**config.mk**
```make
export PLATFORM = sky130hd
export DESIGN_NAME = arm_fetch_unit
export DESIGN_NICKNAME = d
export VERILOG_FILES = /design/src/rtl/arm_fetch_unit_pkg.sv /design/src/rtl/fetch_queue.sv /design/src/rtl/arm_fetch_unit.sv
export SDC_FILE = /design/constraint.sdc
export NUM_CORES = 1
export LEC_CHECK = 0
export ABC_CLOCK_PERIOD_IN_PS = 3800
export CORE_MARGIN = 5
export CORE_UTILIZATION = 58
export CTS_BUF_LIST = sky130_fd_sc_hd__clkbuf_8
export CTS_CLUSTER_DIAMETER = 150
export DETAILED_ROUTE_END_ITERATION = 12
export PLACE_DENSITY_LB_ADDON = 0.12
export SETUP_SLACK_MARGIN = 0.02
export SYNTH_ARGS = -nofsm -noshare
export SYNTH_HDL_FRONTEND = slang
export SYNTH_SLANG_ARGS = --single-unit
```
**constraint.sdc**
```tcl
create_clock -name clk -period 3.8 [get_ports clk]
set_input_delay 0.76 -clock clk [delete_from_list [all_inputs] [get_ports clk]]
set_output_delay 0.76 -clock clk [all_outputs]
set_load 0.05 [all_outputs]
```
**src/rtl/arm_fetch_unit_pkg.sv**
```systemverilog
// rtl/arm_fetch_unit_pkg.sv - shared state encodings and constants for the fetch unit
package arm_fetch_unit_pkg;

    typedef enum logic [1:0] {
        FETCH_S = 2'd0,
        DRAIN_S = 2'd1,
        HALT_S  = 2'd2
    } fetch_state_t;

    localparam int PC_STEP = 4;

endpackage

```
**src/rtl/fetch_queue.sv**
```systemverilog
// rtl/fetch_queue.sv - circular prefetch buffer with push, pop, flush and occupancy
module fetch_queue #(
    parameter int DEPTH = 4,
    parameter int W     = 64
) (
    input  logic                     clk,
    input  logic                     rst,
    input  logic                     i_push,
    input  logic [W-1:0]             i_data,
    input  logic                     i_pop,
    input  logic                     i_flush,
    output logic                     o_valid,
    output logic [W-1:0]             o_data,
    output logic [$clog2(DEPTH):0]   o_count
);

    localparam int PTR_W = $clog2(DEPTH);
    localparam int CNT_W = PTR_W + 1;

    logic [W-1:0]     r_mem [DEPTH];
    logic [PTR_W-1:0] r_rd;
    logic [PTR_W-1:0] r_wr;
    logic [CNT_W-1:0] r_cnt;
    logic             w_push;
    logic             w_pop;

    // A flush wins over everything else in the same cycle.
    assign w_push = i_push && !i_flush;
    assign w_pop  = i_pop && (r_cnt != '0) && !i_flush;

    always_ff @(posedge clk) begin
        if (rst) begin
            r_rd  <= '0;
            r_wr  <= '0;
            r_cnt <= '0;
        end else if (i_flush) begin
            r_rd  <= '0;
            r_wr  <= '0;
            r_cnt <= '0;
        end else begin
            if (w_push) r_wr <= r_wr + PTR_W'(1);
            if (w_pop)  r_rd <= r_rd + PTR_W'(1);
            r_cnt <= r_cnt + CNT_W'(w_push) - CNT_W'(w_pop);
        end
    end

    always_ff @(posedge clk) begin
        if (w_push) r_mem[r_wr] <= i_data;
    end

    assign o_valid = (r_cnt != '0);
    assign o_data  = o_valid ? r_mem[r_rd] : '0;
    assign o_count = r_cnt;

endmodule

```
**src/rtl/arm_fetch_unit.sv**
```systemverilog
// rtl/arm_fetch_unit.sv - instruction fetch front end: fetch PC, imem handshake, prefetch queue
module arm_fetch_unit
    import arm_fetch_unit_pkg::*;
#(
    parameter int                ADDR_W   = 32,
    parameter int                INST_W   = 32,
    parameter int                DEPTH    = 4,
    parameter logic [ADDR_W-1:0] RESET_PC = '0
) (
    input  logic                       clk,
    input  logic                       rst,
    output logic                       imem_req,
    output logic [ADDR_W-1:0]          imem_addr,
    input  logic                       imem_ack,
    input  logic [INST_W-1:0]          imem_rdata,
    input  logic                       redirect_valid,
    input  logic [ADDR_W-1:0]          redirect_pc,
    input  logic                       halt_req,
    output logic                       halted,
    output logic                       inst_valid,
    output logic [INST_W-1:0]          inst,
    output logic [ADDR_W-1:0]          inst_pc,
    input  logic                       inst_ready,
    output logic [$clog2(DEPTH+1)-1:0] occupancy
);

    localparam int               CNT_W   = $clog2(DEPTH + 1);
    localparam logic [CNT_W:0]   DEPTH_C = (CNT_W + 1)'(DEPTH);

    fetch_state_t        r_state;
    fetch_state_t        w_state_nx;
    logic [ADDR_W-1:0]   r_pc;
    logic [ADDR_W-1:0]   w_pc_nx;
    logic [ADDR_W-1:0]   r_addr;
    logic [ADDR_W-1:0]   w_addr_nx;
    logic                r_req;
    logic                w_req_nx;
    logic                w_push;
    logic                w_ack;
    logic                w_room;
    logic [ADDR_W-1:0]   w_redir_pc;
    logic [ADDR_W-1:0]   w_pc_inc;
    logic [INST_W+ADDR_W-1:0] w_head;

    assign w_ack      = imem_ack && r_req;
    assign w_redir_pc = redirect_pc & ~ADDR_W'(3);
    assign w_pc_inc   = r_pc + ADDR_W'(PC_STEP);
    // Room counts the in-flight request so an ack can never land in a full queue.
    assign w_room     = ({1'b0, occupancy} + {{CNT_W{1'b0}}, r_req}) < DEPTH_C;

    always_comb begin
        w_state_nx = r_state;
        w_pc_nx    = r_pc;
        w_addr_nx  = r_addr;
        w_req_nx   = r_req;
        w_push     = 1'b0;
        case (r_state)
            FETCH_S: begin
                if (w_ack && !redirect_valid) begin
                    w_push  = 1'b1;
                    w_pc_nx = w_pc_inc;
                end
                if (redirect_valid) w_pc_nx = w_redir_pc;
                if (r_req && !w_ack) begin
                    // Request still in flight: keep it stable; a redirect must drain it.
                    if (redirect_valid) w_state_nx = DRAIN_S;
                end else begin
                    w_req_nx = 1'b0;
                    if (halt_req) begin
                        w_state_nx = HALT_S;
                    end else if (redirect_valid || w_room) begin
                        w_req_nx  = 1'b1;
                        w_addr_nx = w_pc_nx;
                    end
                end
            end
            DRAIN_S: begin
                if (redirect_valid) w_pc_nx = w_redir_pc;
                if (w_ack) begin
                    w_req_nx = 1'b0;
                    if (halt_req) begin
                        w_state_nx = HALT_S;
                    end else begin
                        w_state_nx = FETCH_S;
                        w_req_nx   = 1'b1;
                        w_addr_nx  = w_pc_nx;
                    end
                end
            end
            HALT_S: begin
                if (redirect_valid) w_pc_nx = w_redir_pc;
                if (!halt_req) w_state_nx = FETCH_S;
            end
            default: begin
                w_state_nx = FETCH_S;
                w_req_nx   = 1'b0;
            end
        endcase
    end

    always_ff @(posedge clk) begin
        if (rst) begin
            r_state <= FETCH_S;
            r_pc    <= RESET_PC;
            r_addr  <= RESET_PC;
            r_req   <= 1'b0;
        end else begin
            r_state <= w_state_nx;
            r_pc    <= w_pc_nx;
            r_addr  <= w_addr_nx;
            r_req   <= w_req_nx;
        end
    end

    fetch_queue #(
        .DEPTH (DEPTH),
        .W     (INST_W + ADDR_W)
    ) u_queue (
        .clk     (clk),
        .rst     (rst),
        .i_push  (w_push),
        .i_data  ({imem_rdata, r_addr}),
        .i_pop   (inst_ready),
        .i_flush (redirect_valid),
        .o_valid (inst_valid),
        .o_data  (w_head),
        .o_count (occupancy)
    );

    assign inst      = w_head[ADDR_W +: INST_W];
    assign inst_pc   = w_head[ADDR_W-1:0];
    assign imem_req  = r_req;
    assign imem_addr = r_addr;
    assign halted    = (r_state == HALT_S);

endmodule

```
# [After elaboration in Yosys (flattened, before gate mapping)]
# Memory sizes are Yosys's and may differ from the RTL's. A register that Yosys moved wholly into a read port is not among the register bits.
# Cells that the tools add are included.
[word_totals] latchBits=0 memories=1 word_cells=74 inputBits=70 ram_bits=256 rom_bits=0 regBits=74 out_inout_bits=102
[op_classes] shifts=0 bitwise_logic=1 multipliers=0 eq_ne=10 mux=30 n_div=0 addsub=6 n_reduce_logical=18 n_lt_le_gt_ge=1
[mem_list] memory="u_queue.r_mem" depth=4 word_bits=64 read_ports=1 rd_ports_with_merged_regs=1 write_ports=1 line_no="fetch_queue.sv:20" rtl="logic [W-1:0] r_mem [DEPTH];"
[ops] op="$mux W32" n=8
[ops] op="$pmux W32 S2" n=2
[ops] op="$mux W64" n=1
[ops] op="$add A32 B3 Y32 const B" n=1
[ops] op="$mux W2" n=8
[ops] op="$ne A2 B2 Y1 const B" n=6
[ops] op="$mux W1" n=9
[ops] op="$logic_and A1 B1 Y1" n=6
[ops] op="$ne A3 B3 Y1 const B" n=2
[ops] op="$pmux W2 S3" n=1
[ops] op="$reduce_and A6 Y1" n=1
[ops] op="$add A2 B1 Y2 const B" n=2
[ops] op="$add A3 B1 Y4" n=1
[ops] op="$lt A4 B3 Y1 const B" n=1
[ops] op="$reduce_and A4 Y1" n=1
[ops] op="$reduce_bool A2 Y1" n=2
[ops] op="$reduce_or A2 Y1" n=2
[ops] op="$add A3 B1 Y3" n=1
[ops] op="$pmux W1 S3" n=1
[ops] op="$reduce_and A3 Y1" n=1
[ops] op="$reduce_bool A3 Y1" n=1
[ops] op="$sub A3 B1 Y3" n=1
[ops] op="$eq A2 B1 Y1 const B" n=1
[ops] op="$eq A2 B2 Y1 const B" n=1
[ops] op="4 further kinds" n=5

# [Depth between registers and ports, before layout]
[logic_depth] word_depth=8 ltp_mapped=12 mapped_depth_nobuf=11

# [Hierarchy]
# From an unflattened synthesis, not the netlist that was laid out.
[unflattened] hier_cells=1051 hier_area_um2=14700.3
[by_module_without_submodules] mod="fetch_queue" instances=1 seq_area_each_um2=7867.5 cells_per_inst=453 area_each_um2=10231.1
[by_module_without_submodules] mod="arm_fetch_unit" instances=1 seq_area_each_um2=1341.3 cells_per_inst=598 area_each_um2=4469.3

# [Least setup slack after synthesis]
# Ideal clock, no wire load.
[synth_timing] path_type="in2reg" startpoint="in redirect_valid" endpoint="mem u_queue.r_mem[2][0], enable pin" slack_ps=472 t_required_ps=3371 setup_time_ps=429 path_stages=4 arrival_ps=2899 path_cell_list="buf_2 > buf_2 > and3b_1 > and3_1"
[synth_via] elab_chain_cells=7
[synth_rtl] item="start, declared" line_no="arm_fetch_unit.sv:16" rtl="input logic redirect_valid,"
[synth_rtl] item="$logic_not A1 Y1 *" line_no="fetch_queue.sv:28, arm_fetch_unit.sv:59"
[synth_rtl] item="$logic_and A1 B1 Y1" line_no="arm_fetch_unit.sv:59" rtl="if (w_ack && !redirect_valid) begin"
[synth_rtl] item="$mux W1" line_no="arm_fetch_unit.sv:59"
[synth_rtl] item="$mux W1" line_no="arm_fetch_unit.sv:57" rtl="case (r_state)"
[synth_rtl] item="$logic_and A1 B1 Y1 *" line_no="fetch_queue.sv:28" rtl="assign w_push = i_push && !i_flush;"
[synth_rtl] item="$mux W1 *" line_no="fetch_queue.sv:48" rtl="if (w_push) r_mem[r_wr] <= i_data;"
[synth_rtl] item="$mux W1 (implied by the code) *" line_no="fetch_queue.sv:48"
[synth_rtl] item="end, declared" line_no="fetch_queue.sv:20"
# Mark *: on every way between the ends. The rest lies on a longest branch, timed or not.

==> results_dict.tcl <==
set metrics [dict create \
    io_pins 172 \
    ys_types 82 \
    drt.antenna.violating_nets 0 \
    synth_nets 1161 \
    syn_avg_cell_area_um2 13.78 \
    yosys_warnings 0 \
    wl_met1_um 14970 \
    wl_per_cell_um 22.09 \
    synth_top_area_share_pct 51.74 \
    post_cts_buffers 0 \
    hold_viol 0 \
    cts_resized 0 \
    setup-tns-final_ns 0 \
    worstPathArrival_ns 2.85 \
    dieArea_mm2 0.02892 \
    hold_class "reg -> reg" \
    worstSetupPathDepth 4 \
    path_buf_inv 2 \
    endpoint_kind "output port" \
    met2_length_um 17560 \
    place_congestion 0.9698 \
    slew_violations 0 \
    dr_wl_met3_um 2754 \
    drt_iter0_markers 1132 \
    ys.flop_type "edfxtp_1" \
    cp.required_ns 3.04 \
    ctsHoldBuffers 0 \
    cts.reportedPaths.clkPinSlew_ns 0.06 \
    netlist_area_mm2 0.01486 \
    drtPass1Iterations 6 \
    rrSetupSlack_ns 1.17 \
    crit_family "buffers and inverters" \
    cp_max_fo 16 \
    ys_seq_area_share_pct 61.98 \
    most-common-layout-cells "edfxtp_1, clkdlybuf4s50_1, dfxtp_1, and2_1, mux4_2" \
    status "finished, final reports clean" \
    synth_largest_area_cell "edfxtp_1" \
    critPathLaunchType "register" \
    max_cap_viol_count 0 \
    place_area_mm2 0.01704 \
    viasPerCell 6.246 \
    fmax_mhz 276.9 \
    place_hpwl_um 23890 \
    min_period_ns 3.611 \
    die_y_um 170.1 \
    coreArea_mm2 0.02518 \
    drive_gt1_share_pct 15.81 \
    synth-seq-cells 332 \
    final_nets 1339 \
    drc 0 \
    crit_path_end "inst_pc[16]" \
    fin_crit_sh_pct 95.02 \
    row_count 58 \
    antenna_found_initial 0 \
    root_buffer "clkbuf_8" \
    crit_path_max_incr_delay_ns 0.70 \
    vdd_drop_max_uv 412.6 \
    r2r-end "imem_addr[22]" \
    grt_usage_pct 24.68 \
    async_flop_share_pct 0 \
    p_leak_uw 0.006005 \
    r2r-start "r_state[1]" \
    grt_max_degree 68 \
    htreeDepth 2 \
    setup_slack_ns 0.1892 \
    power.density_mw_per_mm2 502.2 \
    rsz0062_at_grt "false" \
    final_common_cell "edfxtp_1" \
    stdcell_area_mm2 0.01804 \
    first_global_vias 10000 \
    critPathKind "reg -> out" \
    rr_worst_depth 8 \
    critical_path.cell_chain "buf_4, mux4_2, and2_1, clkdlybuf4s50_1" \
    totalWireLength_um 35940 \
    synthTopCellsByArea "edfxtp_1, dfxtp_1, mux4_2" \
    grt_pass1_wl_um 56380 \
    dp_slack_ns 0.6596 \
    diodes 0 \
    areaGrowthSynthToFinish_pct 21.40 \
    start_util_pct 59.00 \
    relSlewSlack_pct 53.24 \
    cp_slowest_cell "clkdlybuf4s50_1" \
    worstMarginPinSlew_ns 0.7014 \
    synthCells 1078 \
    clock_skew_ns 0.01815 \
    ctsLongestPathBuffers 3 \
    vias 10160 \
    clock_sinks 332 \
    tritoncts "yes" \
    setup_viol 0 \
    portBuffers 169 \
    clkLatencyLatePin_ns 0.58 \
    cts-buffers-inserted 52 \
    synth_edf_count 256 \
    grt_overflow_total 0 \
    highest_layer "met4" \
    fp.dieW_um 170.1 \
]
==> report_power, final <==
part	switching, uW	total [uW]	internal [uW]
clock network	1340	2840	1500
logic	1190	1810	619
registers	252	4410	4160
total	2780	9060	6280
==> synthesized netlist by cell type (22+ instances only) <==
master	n
buf_2	22
and2_1	67
a21oi_1	46
dfxtp_1	76
nand2_1	50
inv_1	27
nand3_1	26
nor2_1	50
clkbuf_1	48
mux4_2	64
edfxtp_1	256
nand4_1	35
nor3_1	26
==> registers in the layout (all words and copies together), names as in the netlist, named ones only <==
register and flops:
imem_addr 32, imem_req 1, r_pc 32, r_state 2, u_queue.o_count 3, u_queue.r_mem 256, u_queue.r_rd 2, u_queue.r_wr 2
==> stage by stage <==
step | cells | power (uW) | utilization (%) | hold slack, ns
3_3_place_gp | 1532 | 6230 | 67.67 | 0.4659
5_1_grt | 1627 | 9452 | 71.63 | 0.4940
6_report | 1627 | 9058 | 71.63 | 0.4803
2_1_floorplan | 1078 | 5586 | - | 0.4527
4_1_cts | 1627 | 9096 | 71.63 | 0.4836
3_5_place_dp | 1532 | 6270 | 67.67 | 0.4754
==> cells by family after synthesis <==
family                   after synthesis  synth area share [%]
AND/OR/NAND/NOR                      340                 13.16
flip-flops                           332                 61.98
AO/OA/AOI/OAI                        198                 9.575
buffers and inverters                110                 3.065
multiplexers                          71                 10.25
XOR/XNOR                              14                0.8253
adder cells (fa/ha/maj)               13                 1.145
==> how the worst min path moves through the flow <==
stage / cells past startpoint / startpoint / endpoint
after global placement: 1 / r_pc[0] / r_pc[0]
final: 1 / r_pc[0] / r_pc[0]
after detailed placement: 1 / r_pc[0] / r_pc[0]
after global routing: 1 / r_pc[0] / r_pc[0]
after floorplan: 1 / r_pc[0] / r_pc[0]
after CTS: 1 / r_pc[1] / r_pc[1]
==> layout make-up <==
class                           instances  area (um^2)
Multi-Input combinational cell        636         5221
Sequential cell                       332         9216
Inverter                               28        105.1
Clock buffer                           56        770.7
Tap cell                              330        412.9
Clock inverter                         39        226.5
Timing Repair Buffer                  206         2085
Fill cell                            1671         7144
==> worst reg2reg max path, cell delays in order (launching register included) <==
cell       delay (ns)
dfxtp_1          0.37
inv_1            0.08
ha_1             0.27
buf_4            0.24
nand4bb_1        0.38
nor3_1           0.59
nand3_1          0.18
nor3b_1          0.19
o32ai_1          0.26
==> layer usage <==
metal	track usage [%]	vias to the layer above
li1	-	4625
met3	4.042	56
met2	40.22	455
met4	6.528	0
met5	0	-
met1	35.16	5027
Note: power is estimated with default switching activity, not from simulation.
